--- src/rtl/trig_lookup_arbiter.sv ---
// Round-robin arbiter sharing one sin/cos ROM pair between player (0) and opponent (1).
// Optional build macro TRIG_ARB_RANGE_CHECK_EN: out-of-range directions return 0 and set sticky dir_err.
module trig_lookup_arbiter #(
  parameter int ROM_LATENCY = 2,
  parameter int DIR_MAX     = 360
) (
  input  logic        clk,
  input  logic        btnc,
  input  logic        en,
  input  logic [1:0]  req,
  input  logic [8:0]  p_dir,
  input  logic [8:0]  o_dir,
  output logic [1:0]  gnt,
  output logic [8:0]  rom_addr,
  input  logic [10:0] rom_cos,
  input  logic [10:0] rom_sin,
  output logic        p_valid,
  output logic [10:0] p_cos,
  output logic [10:0] p_sin,
  output logic        o_valid,
  output logic [10:0] o_cos,
  output logic [10:0] o_sin,
  output logic        busy
`ifdef TRIG_ARB_RANGE_CHECK_EN
  ,
  output logic [1:0]  dir_err
`endif
);

  // One stage per cycle from address issue until ROM data is valid.
  localparam int DEPTH = ROM_LATENCY + 1;

  logic [DEPTH-1:0] pipe_valid;
  logic [DEPTH-1:0] pipe_tag;
  logic [DEPTH-1:0] pipe_zero;
  logic             last_grant;
  logic [8:0]       sel_dir;
  logic [8:0]       issue_addr;
  logic             issue_zero;
  logic             out_of_range;

  // NOTE: every signal assigned in this block gets a default first, so no latch is inferred.
  always_comb begin
    gnt = 2'b00;
    if (en && !btnc) begin
      unique case (req)
        2'b01:   gnt = 2'b01;
        2'b10:   gnt = 2'b10;
        2'b11:   gnt = last_grant ? 2'b01 : 2'b10;
        default: gnt = 2'b00;
      endcase
    end

    sel_dir      = gnt[1] ? o_dir : p_dir;
    out_of_range = (sel_dir >= 9'(DIR_MAX));
`ifdef TRIG_ARB_RANGE_CHECK_EN
    issue_addr   = out_of_range ? 9'd0 : sel_dir;
    issue_zero   = out_of_range;
`else
    issue_addr   = out_of_range ? sel_dir - 9'(DIR_MAX) : sel_dir;
    issue_zero   = 1'b0;
`endif
  end

  assign busy = |pipe_valid;

  // NOTE: state registers use non-blocking assignments so every flop samples pre-edge values.
  always_ff @(posedge clk) begin
    if (btnc) begin
      rom_addr   <= '0;
      pipe_valid <= '0;
      pipe_tag   <= '0;
      pipe_zero  <= '0;
      last_grant <= 1'b1;
      p_valid    <= 1'b0;
      p_cos      <= '0;
      p_sin      <= '0;
      o_valid    <= 1'b0;
      o_cos      <= '0;
      o_sin      <= '0;
`ifdef TRIG_ARB_RANGE_CHECK_EN
      dir_err    <= '0;
`endif
    end else begin
      p_valid    <= 1'b0;
      o_valid    <= 1'b0;
      pipe_valid <= {pipe_valid[DEPTH-2:0], |gnt};
      pipe_tag   <= {pipe_tag[DEPTH-2:0], gnt[1]};
      pipe_zero  <= {pipe_zero[DEPTH-2:0], issue_zero};

      if (|gnt) begin
        rom_addr   <= issue_addr;
        last_grant <= gnt[1];
`ifdef TRIG_ARB_RANGE_CHECK_EN
        if (out_of_range) dir_err[gnt[1]] <= 1'b1;
`endif
      end

      // Oldest stage lines up with ROM douta; route it to the requester that issued it.
      if (pipe_valid[DEPTH-1]) begin
        if (pipe_tag[DEPTH-1]) begin
          o_valid <= 1'b1;
          o_cos   <= pipe_zero[DEPTH-1] ? 11'd0 : rom_cos;
          o_sin   <= pipe_zero[DEPTH-1] ? 11'd0 : rom_sin;
        end else begin
          p_valid <= 1'b1;
          p_cos   <= pipe_zero[DEPTH-1] ? 11'd0 : rom_cos;
          p_sin   <= pipe_zero[DEPTH-1] ? 11'd0 : rom_sin;
        end
      end
    end
  end

endmodule

--- config.mk ---
export PLATFORM = sky130hd
export DESIGN_NAME = trig_lookup_arbiter
export DESIGN_NICKNAME = d
export VERILOG_FILES = /design/src/rtl/trig_lookup_arbiter.sv
export SDC_FILE = /design/constraint.sdc
export NUM_CORES = 1
export LEC_CHECK = 0
export ABC_CLOCK_PERIOD_IN_PS = 3510
export BUFFER_PORTS_ARGS = -buffer_cell sky130_fd_sc_hd__buf_2
export CORE_MARGIN = 1.5
export CORE_UTILIZATION = 45
export CTS_BUF_LIST = sky130_fd_sc_hd__clkbuf_4 sky130_fd_sc_hd__clkbuf_8 sky130_fd_sc_hd__clkbuf_16
export CTS_CLUSTER_SIZE = 10
export DETAILED_ROUTE_END_ITERATION = 6
export GPL_TIMING_DRIVEN = 0
export PLACE_DENSITY_LB_ADDON = 0.1
export SETUP_SLACK_MARGIN = 0.15
export SLEW_MARGIN = 20
export SYNTH_ARGS = -nofsm -noshare
export SYNTH_HDL_FRONTEND = slang
export SYNTH_SLANG_ARGS = --single-unit
export TNS_END_PERCENT = 20
--- constraint.sdc ---
create_clock -name clk -period 3.51 [get_ports clk]
set_clock_uncertainty 0.15 [all_clocks]
set_input_delay 0.1755 -clock clk [delete_from_list [all_inputs] [get_ports clk]]
set_output_delay 0.1755 -clock clk [all_outputs]
set_load 0.05 [all_outputs]
# Word level (Yosys, flattened, before mapping)
# Cells that the tools add are included.
[totals]
input_bits = 45
register_bits = 65
output_inout_bits = 58
word_cells = 35
[classes]
n_eq_ne = 3
n_lt_le_gt_ge = 1
addsub = 1
bitwise = 2
n_reduce_logical = 7
mux = 9
[ops]
columns = ["cell", "n"]
rows = [
  ["11-bit two-way mux", 2],
  ["9-bit two-way mux", 2],
  ["9-bit >= comparator (second input constant)", 1],
  ["9-bit subtractor (second input constant)", 1],
  ["2-bit case mux with 3 select lines", 1],
  ["2-bit equality test (second input constant)", 2],
  ["2-bit two-way mux", 2],
  ["2-bit AND reduction", 2],
  ["2-bit OR reduction", 2],
  ["3-bit OR reduction", 1],
  ["2-bit by 1-bit equality test with 1-bit output (second input constant)", 1],
  ["1-bit two-way mux", 2],
  ["1-bit NOT", 2],
  ["1-bit logical AND", 1],
  ["1-bit logical NOT", 1],
]

# Depth between registers and ports, before layout
# Gate-level depths: netlist of run 1.
[depth]
word_depth = 6
depth_mapped = 6
ltp_nobuf = 5

# Worst setup path before layout of run 1
# Ideal clock, no wire load.
[synth_timing]
path_kind = "register -> register"
startpoint = "register last_grant"
endpoint = "register rom_addr[3]"
path_buffers = 0
stages_incl_launch_ff = 5
arrival_ns = 1.325
slack_ns = 1.956
synth_period_minus_slack_ns = 1.554
required_ns = 3.281
cell_sequence = "dfxtp_1 -> and2b_1 -> and3b_1 -> o21ai_0 -> o211ai_1"
[synth_between]
elab_cells_between_ends = 8
cone_classes = "add/sub: 1; order compare: 1; mux: 5; reduce/logical: 1"
[synth_lines]
columns = ["element", "line", "rtl"]
rows = [
  ["start: declaration", "36", "logic last_grant;"],
  ["start signal: assignment", "93", "last_grant <= gnt[1];"],
  ["2-bit two-way mux", "49", "2'b11: gnt = last_grant ? 2'b01 : 2'b10;"],
  ["2-bit case mux with 3 select lines", "46", "unique case (req)"],
  ["2-bit two-way mux", "45", "if (en && !btnc) begin"],
  ["via gnt[0]", "13", "output logic [1:0] gnt,"],
  ["2-bit OR reduction", "91", "if (|gnt) begin"],
  ["end signal: assignment", "92", "rom_addr <= issue_addr;"],
  ["end: declaration", "14", "output logic [8:0] rom_addr,"],
]
# The timed path passes the listed nets, and every way through them passes these cells.
# A chain may end at the register's enable or synchronous reset.

# Worst setup path after layout of run 1
[layout_timing]
startpoint = "input en"
endpoint = "register rom_addr[1]"
[layout_between]
elab_chain_len = 5
elab_cells_between_ends = 7
cone_classes = "add/sub: 1; order compare: 1; mux: 3; reduce/logical: 2"
[layout_rtl]
columns = ["element", "line", "rtl"]
rows = [
  ["start: declaration", "9", "input logic en,"],
  ["1-bit logical AND *", "45", ""],
  ["2-bit two-way mux *", "45", ""],
  ["9-bit two-way mux", "54", "sel_dir = gnt[1] ? o_dir : p_dir;"],
  ["9-bit subtractor / 9-bit >= comparator (equally long branches)", "60, 55", ""],
  ["9-bit two-way mux", "60", "issue_addr = out_of_range ? sel_dir - 9'(DIR_MAX) : sel_dir;"],
]
# Every way passes the cells marked *; elsewhere a longest branch is shown, timed or not.

==> reports/qor.yml, run 1 <==
antennaDiodeCount: 0
cap_violations: 0
hold_viol: 0
p_sw_mw: 0.403
core-area_um2: 5170
timing.reg2reg.setup_slack_ns: 1.71
start_kind: "input port"
max_stage_delay_ns: 0.58
drv_slew: 0
clk_pin_slew_worst_paths_ns: 0.07
ir_worst_vdd_mv: 0.259
worstSetupPathType: "in2reg"
finalSetupViolCount: 0
cts_tree: "done"
grt_max_degree: 12
io_pins: 103
core.rowCount: 26
yosysTopAreaCellShare: 0.511
finalCritPeriodShare: 0.587
cp_max_fo: 10
clkLatencyLatePin_ns: 0.34
slew_headroom: 0.660
cellPowerDensity_nw_per_um2: 462
grt_pass1_wl_um: 10600
post_cts_buffers: 0
cts-root-buf: "clkbuf_8"
p_leak_nw: 1.60
switching_share: 0.246
clockBufferDepth: 2
final_common_cell: "buf_2"
critPathRequiredTime_ns: 3.64
die_x_um: 76.5
synth_seq_cells: 62
fin_crit_ns: 2.06
synth_fp_nets: 339
intPower_mw: 1.23
rsz0062_at_grt: "no"
status: "finished, final reports clean"
drt_drc_violations_left: 0
gr-usage-all-layers: 0.232
yosys_warnings: 0
routed_via_density: 4.85
syn_area_um2: 2430
vias: 2473
cp_common_cell: "dlygate4sd3_1"
drt_wl_total_um: 6400
yosysUniqueCellTypes: 37
antenna_found_initial: 0
synth_area_leaders: "dfxtp_1, nand2_1, a21oi_1"
fin_nets: 480
seq_power_share: 0.443
cts.sinks: 62
path_cells: "dlygate4sd3_1 -> buf_2 -> nor2b_4 -> nand3_4 -> clkinv_4 -> nand2_1 -> a311oi_1 -> dlygate4sd3_1"
seq_area_frac_synth: 0.511
gp_congestion: 0.777
power_mw: 1.64
slowest_stage: "dlygate4sd3_1"
synth_area_leader_cell: "dfxtp_1"
final_layout_size_suffix_gt1_frac: 0.300
numCtsBuffers: 9
first_pass_iters: 4
final_cell_mix: "buf_2, nand2_1, dfxtp_1"
power_frac_clock: 0.437
drt_iter0_markers: 103
grt_overflow_total: 0
io_buffers: 101
holdCritPathClass: "in2reg"
cp_data_arrival_time_ns: 2.19
worst_pin_slew_ns: 0.509
post_cts_resized: 0
start_util: 0.470
grt_pass1_vias: 2336
tns_ns: 0
worst_setup_path_end_kind: "register"
routedWlPerCell_um: 12.6
final_antenna_net_count: 0
cts_hold_buf: 29
htree_levels: 3
syn-mean-instance-area_um2: 8.27
die_h_um: 76.5
max_freq_mhz: 485
synthToLayoutAreaGrowth_pct: 45.9
combPwrFrac: 0.120
dp_hpwl_um: 4310
syn_inst: 294
die_area_um2: 5850
state kept, by name, summed over array words and instances, names as in the netlist:
signal / count
o_sin: 11
last_grant: 1
p_cos: 11
p_valid: 1
o_valid: 1
o_cos: 11
pipe_valid: 3
rom_addr: 9
p_sin: 11
pipe_tag: 3
cells in the mapped netlist (all sizes together):
| library cell | instances |
|---|---|
| a21oi | 47 |
| a221o | 2 |
| a222oi | 1 |
| a2bb2oi | 1 |
| a311oi | 3 |
| a31o | 1 |
| a31oi | 1 |
| and2 | 1 |
| and2b | 1 |
| and3b | 1 |
| buf | 6 |
| clkbuf | 9 |
| clkinv | 1 |
| dfxtp | 62 |
| inv | 6 |
| mux2i | 4 |
| nand2 | 100 |
| nand2b | 4 |
| nand3 | 2 |
| nand3b | 3 |
| nor2 | 7 |
| nor2b | 7 |
| nor3b | 1 |
| o211ai | 7 |
| o21a | 2 |
| o21ai | 6 |
| o221a | 2 |
| o311a | 2 |
| o31ai | 2 |
| or2b | 1 |
| or3 | 1 |
layer usage:
layer	GRT usage	wire, um	part of all wire
met4	0.106	123	0.019
met5	0	0	0
met2	0.379	3110	0.49
met3	0.0707	379	0.059
met1	0.278	2790	0.44
worst paths after layout:
path            endpoint  cells past startpoint         from
max          rom_addr[1]                      8           en
min           last_grant                      3       req[0]
max reg2reg  rom_addr[1]                      6   last_grant
min reg2reg  pipe_tag[1]                      1  pipe_tag[0]
cell families (layout without fill, tap and decap cells):
| logic type | Yosys count | in the layout | share of synthesized area |
|---|---|---|---|
| compound gates | 77 | 77 | 0.197 |
| buf+inv | 22 | 168 | 0.0427 |
| flops | 62 | 62 | 0.511 |
| mux | 4 | 4 | 0.0165 |
| simple gates | 129 | 129 | 0.233 |
final cells by class:
type	count	area [um2]
timing repair buffer	130	796
fill	453	1630
clock inverter	5	81.3
buffer	15	70.1
sequential	62	1240
inverter	7	33.8
multi-input combinational	210	1090
tap	70	87.6
clock buffer	11	151
per-stage QoR:
stage	setup WS [ns]	hold slack (ns)	util	instances	area, um2
after floorplan	1.96	0.162	-	294	2430
after global placement	2.10	0.267	0.585	465	3020
after detailed placement	2.07	0.270	0.585	465	3020
after CTS	1.44	0.00426	0.686	510	3550
after global routing	1.36	0.0310	0.686	510	3550
final	1.45	0.0202	0.686	510	3550
power by group through the flow:
stage               clock network (mW)  logic (mW)  registers (mW)
floorplan                            0      0.0657           0.781
global placement                     0       0.169           0.741
detailed placement                   0       0.171           0.741
CTS                              0.729       0.197           0.725
global route                     0.771       0.213           0.727
finish                           0.715       0.197           0.725
critical path: cells and delay by family:
kind / cells / cell delay [ns]
AOI/OAI and AO/OA: 1 / 0.24
buffers and inverters: 4 / 1.35
and+or+nand+nor: 3 / 0.43
Power figures use the tool's default switching activity.
==> run 2, diff against run 1 <==
--- a/config.mk
+++ b/config.mk
@@ -5,7 +5,7 @@
 export SDC_FILE = /design/constraint.sdc
 export NUM_CORES = 1
 export LEC_CHECK = 0
-export ABC_CLOCK_PERIOD_IN_PS = 3510
+export ABC_CLOCK_PERIOD_IN_PS = 1990
 export BUFFER_PORTS_ARGS = -buffer_cell sky130_fd_sc_hd__buf_2
 export CORE_MARGIN = 1.5
 export CORE_UTILIZATION = 45
==> constraint.sdc (replaced) <==
create_clock -name clk -period 1.99 [get_ports clk]
set_clock_uncertainty 0.15 [all_clocks]
set_input_delay 0.0995 -clock clk [delete_from_list [all_inputs] [get_ports clk]]
set_output_delay 0.0995 -clock clk [all_outputs]
set_load 0.05 [all_outputs]
==> run 2 against run 1 <==
- sequential power up 77%
- flip-flop and latch count unchanged
- die area unchanged
- highest routed layer unchanged
==> reports/qor.yml, run 2 (synthesis results as in run 1) <==
fin_area_um2: 3590
fin_nets: 485
cts.sinks: 62
regArea_um2: 1240
tns_ns: 0
critPathRequiredTime_ns: 2.12
routed_via_density: 4.85
final_cell_mix: "buf_2, nand2_1, dfxtp_1"
die_x_um: 76.5
clkLatencyLatePin_ns: 0.34
power_mw: 2.90
die_area_um2: 5850
routedWlPerCell_um: 12.6
finalCritPeriodShare: 0.877
grt_overflow_total: 0
hold_viol: 0
crit_start: "last_grant"
hold-worst-slack_ns: 0.0180
cp_max_fo: 7
core-area_um2: 5170
antennaDiodeCount: 0
grt_pass1_wl_um: 10700
first_pass_iters: 4
fin_crit_ns: 1.75
htree_levels: 3
multi_input_area_um2: 1090
cap_violations: 0
nFillCells: 451
final_antenna_net_count: 0
cts-root-buf: "clkbuf_8"
final_layout_size_suffix_gt1_frac: 0.303
layout_setup_ws_ns: 0.245
drt_iter0_markers: 99
post_cts_resized: 0
r2r-start: "last_grant"
max_freq_mhz: 573
antenna_found_initial: 0
die_h_um: 76.5
drv_slew: 0
clockBufferDepth: 2
cp_data_arrival_time_ns: 1.87
numCtsBuffers: 9
clk_pin_slew_worst_paths_ns: 0.07
start_util: 0.470
slew_headroom: 0.669
status: "finished, final reports clean"
cts_tree: "done"
ir_worst_vdd_mv: 0.456
grt_pass1_vias: 2339
gp_congestion: 0.777
finalSetupViolCount: 0
cellPowerDensity_nw_per_um2: 808
synthToLayoutAreaGrowth_pct: 47.7
grt_max_degree: 12
dpl_cell_area_um2: 3020
gr-usage-all-layers: 0.233
vias: 2499
worstSetupPathType: "reg2reg"
start_kind: "register"
worst_pin_slew_ns: 0.497
dp_slack_ns: 0.547
rsz0062_at_grt: "no"
worst_setup_path_end_kind: "register"
final_common_cell: "buf_2"
core.rowCount: 26
io_pins: 103
drt_wl_total_um: 6510
worstRegToRegCells: 6
timing.reg2reg.setup_slack_ns: 0.24
cp-endpoint: "rom_addr[0]"
holdCritPathClass: "in2reg"
dp_hpwl_um: 4310
io_buffers: 101
r2r_end: "rom_addr[0]"
p_leak_nw: 1.62
drt_drc_violations_left: 0
## run 2: cell types whose count changed in the layout (fill, tap and decap cells not counted), sizes merged
| cell | delta |
|---|---|
| buf | +3 |
| dlygate4sd3 | +2 |
## run 2: worst min-delay path by stage
stage,slack (ns),end,startpoint,depth (start not counted)
2_1_floorplan,0.09,o_cos[0],rom_cos[0],2
3_3_place_gp,0.20,o_cos[1],rom_cos[1],3
3_5_place_dp,0.21,o_cos[1],rom_cos[1],3
4_1_cts,0.002,rom_addr[6],btnc,3
5_1_grt,0.02,rom_addr[8],btnc,3
6_report,0.02,rom_addr[6],btnc,3
## run 2: layout make-up
cell class                      instances  share of cell area
Clock inverter                          5              0.0227
Clock buffer                           11              0.0422
Multi-Input combinational cell        210               0.303
Sequential cell                        62               0.346
Timing Repair Buffer                  135               0.234
Tap cell                               70              0.0244
Inverter                                7             0.00941
Buffer                                 15              0.0195
## run 2: what timing repair did
action                                 4_1_cts  5_1_grt
setup endpoints to repair                    0        2
buffers inserted                             0        3
endpoints found under the hold margin       49        0
hold buffers                                31        0
## run 2: through the flow
stage / cells / util
after global routing: 515 / 0.694
after global placement: 465 / 0.585
final: 515 / 0.694
after floorplan: 294 / -
after detailed placement: 465 / 0.585
after CTS: 512 / 0.690
## run 2: critical path, cell delays in order, from the launching register on
cell and delay [ns]:
dfxtp_1 0.32, nand2_1 0.10, nand3_4 0.13, clkinv_4 0.11, nand2_1 0.05, a311oi_1 0.24
dlygate4sd3_1 0.58
## run 2: routing by layer
metal / global-route usage / wire length (um) / vias to the layer above
met5: 0 / 0 / -
met1: 0.277 / 2850 / 1121
li1: - / - / 1290
met2: 0.389 / 3190 / 74
met4: 0.100 / 144 / 0
met3: 0.0707 / 330 / 14
## run 2: where the power goes
part	switching, mW	leakage, nW	internal (mW)	total, mW
Sequential	0.0134	0.502	1.27	1.28
Clock	0.493	0.116	0.773	1.27
Combinational	0.212	0.999	0.142	0.354
Total	0.718	1.62	2.18	2.90
==> run 3, diff against run 2 <==
--- a/config.mk
+++ b/config.mk
@@ -12,7 +12,6 @@
 export CTS_BUF_LIST = sky130_fd_sc_hd__clkbuf_4 sky130_fd_sc_hd__clkbuf_8 sky130_fd_sc_hd__clkbuf_16
 export CTS_CLUSTER_SIZE = 10
 export DETAILED_ROUTE_END_ITERATION = 6
-export GPL_TIMING_DRIVEN = 0
 export PLACE_DENSITY_LB_ADDON = 0.1
 export SETUP_SLACK_MARGIN = 0.15
 export SLEW_MARGIN = 20
==> run 3 against run 2 <==
- worst setup slack lost 0.010 ns
- die area is the same
- routed wire length shrank 4.5%
- critical path depth is the same
- clock power shrank 15%
- non-clock buffer count shrank 7
- flip-flop and latch count is the same
- critical path type unchanged
- critical endpoint is now rom_addr[1]
==> reports/qor.yml, run 3 (synthesis results as in run 1) <==
critPathRequiredTime_ns: 2.11
io_pins: 103
htree_levels: 3
cts-root-buf: "clkbuf_8"
r2r_end: "rom_addr[1]"
seq_power_share: 0.472
drt_iter0_markers: 103
worst_setup_path_end_kind: "register"
met1_length_um: 2780
antennaDiodeCount: 0
worstSetupPathType: "reg2reg"
grt_overflow_total: 0
routed_via_density: 4.83
vias: 2449
dr_wl_met2_um: 3080
grt_max_degree: 61
crit_start: "last_grant"
switching_share: 0.253
r2r-start: "last_grant"
final_common_cell: "buf_2"
clkLatencyLatePin_ns: 0.33
worstRegToRegCells: 6
core.rowCount: 26
dp_hpwl_um: 4020
finalCritPeriodShare: 0.882
timing.reg2reg.setup_slack_ns: 0.23
cp-endpoint: "rom_addr[1]"
max_freq_mhz: 570
cp_max_fo: 8
fin_nets: 478
first_pass_iters: 4
routedWlPerCell_um: 12.3
hold_viol: 0
io_buffers: 102
holdCritPathClass: "in2reg"
die_area_um2: 5850
cts.sinks: 62
finalSetupViolCount: 0
cellPowerDensity_nw_per_um2: 758
start_util: 0.470
clk_pin_slew_worst_paths_ns: 0.07
cts_tree: "done"
drv_slew: 0
combPwrFrac: 0.130
p_leak_nw: 1.61
ir_worst_vdd_mv: 0.522
status: "finished, final reports clean"
tns_ns: 0
highest_layer: "met4"
rsz0062_at_grt: "yes"
final_layout_size_suffix_gt1_frac: 0.318
start_kind: "register"
drt_wl_total_um: 6220
slew_headroom: 0.597
final_cell_mix: "buf_2, nand2_1, dfxtp_1"
fin_area_um2: 3580
intPower_mw: 2.03
synthToLayoutAreaGrowth_pct: 47.1
gp_congestion: 0.833
core-area_um2: 5170
p_sw_mw: 0.686
numCtsBuffers: 9
cp_data_arrival_time_ns: 1.88
route.met3.wl_um: 297
worst_pin_slew_ns: 0.605
grt_pass1_vias: 2216
clockBufferDepth: 2
drt_drc_violations_left: 0
die_x_um: 76.5
die_h_um: 76.5
gr-usage-all-layers: 0.221
grt_pass1_wl_um: 10200
cap_violations: 0
power_frac_clock: 0.398
antenna_found_initial: 0
dpl_cell_area_um2: 3030
final_antenna_net_count: 0
fin_crit_ns: 1.76
-- run 3: cell types whose count changed in the layout (fill, tap and decap cells not counted), moves of 2 or more --
cell and change:
clkbuf_1 -9, buf_4 +5, buf_2 -4, a311oi_1 -2
a311oi_2 +2, buf_12 +2
-- run 3: final cells by class --
| class | count | area, um2 |
|---|---|---|
| clock buffer | 11 | 145 |
| clock inverter | 4 | 47.5 |
| fill | 429 | 1600 |
| inverter | 7 | 33.8 |
| multi-input combinational | 210 | 1100 |
| sequential | 62 | 1240 |
| tap | 70 | 87.6 |
| timing repair buffer | 143 | 921 |
-- run 3: critical path, stage by stage (launching register included) --
cell and delay, ns:
dfxtp_1 0.33, nand2_1 0.10, nand3_4 0.14, clkinv_4 0.11, nand2_1 0.07, a311oi_2 0.23
dlygate4sd3_1 0.58
-- run 3: worst min-delay path by stage --
stage                from           to  slack [ns]  depth (start not counted)
2_1_floorplan  rom_cos[0]     o_cos[0]        0.09                          2
3_3_place_gp   rom_cos[0]     o_cos[0]        0.20                          3
3_5_place_dp   rom_sin[8]     o_sin[8]        0.21                          3
4_1_cts          p_dir[6]  rom_addr[6]        0.02                          4
5_1_grt          p_dir[6]  rom_addr[6]        0.06                          4
6_report         p_dir[3]  rom_addr[3]        0.04                          4
-- run 3: power groups by stage --
| stage | Clock (mW) | Combinational (mW) | Sequential, mW |
|---|---|---|---|
| after floorplan | 0 | 0.116 | 1.38 |
| after global placement | 0 | 0.297 | 1.31 |
| after detailed placement | 0 | 0.298 | 1.31 |
| after CTS | 1.09 | 0.347 | 1.28 |
| after global routing | 1.17 | 0.381 | 1.28 |
| final | 1.08 | 0.354 | 1.28 |
-- run 3: stage by stage --
step                 util  cells  power (mW)  setup slack, ns  hold WS [ns]
floorplan               -    294        1.49            0.436        0.0855
global placement    0.586    457        1.60            0.596         0.203
detailed placement  0.586    457        1.60            0.590         0.207
CTS                 0.683    503        2.72            0.201        0.0246
global route        0.692    507        2.83            0.149        0.0580
finish              0.692    507        2.71            0.235        0.0427
-- run 3: metal layers --
layer | track usage | vias to the layer above
li1 | - | 1275
met1 | 0.263 | 1102
met2 | 0.372 | 66
met3 | 0.0671 | 6
met4 | 0.0833 | 0
met5 | 0 | -
-- run 3: timing repair --
item                                    in CTS  in global routing
setup buffers                                0                  4
resized for setup                            0                  2
hold endpoints to repair                    49                  0
hold buffers                                31                  0
endpoints found under the setup margin       0                  3
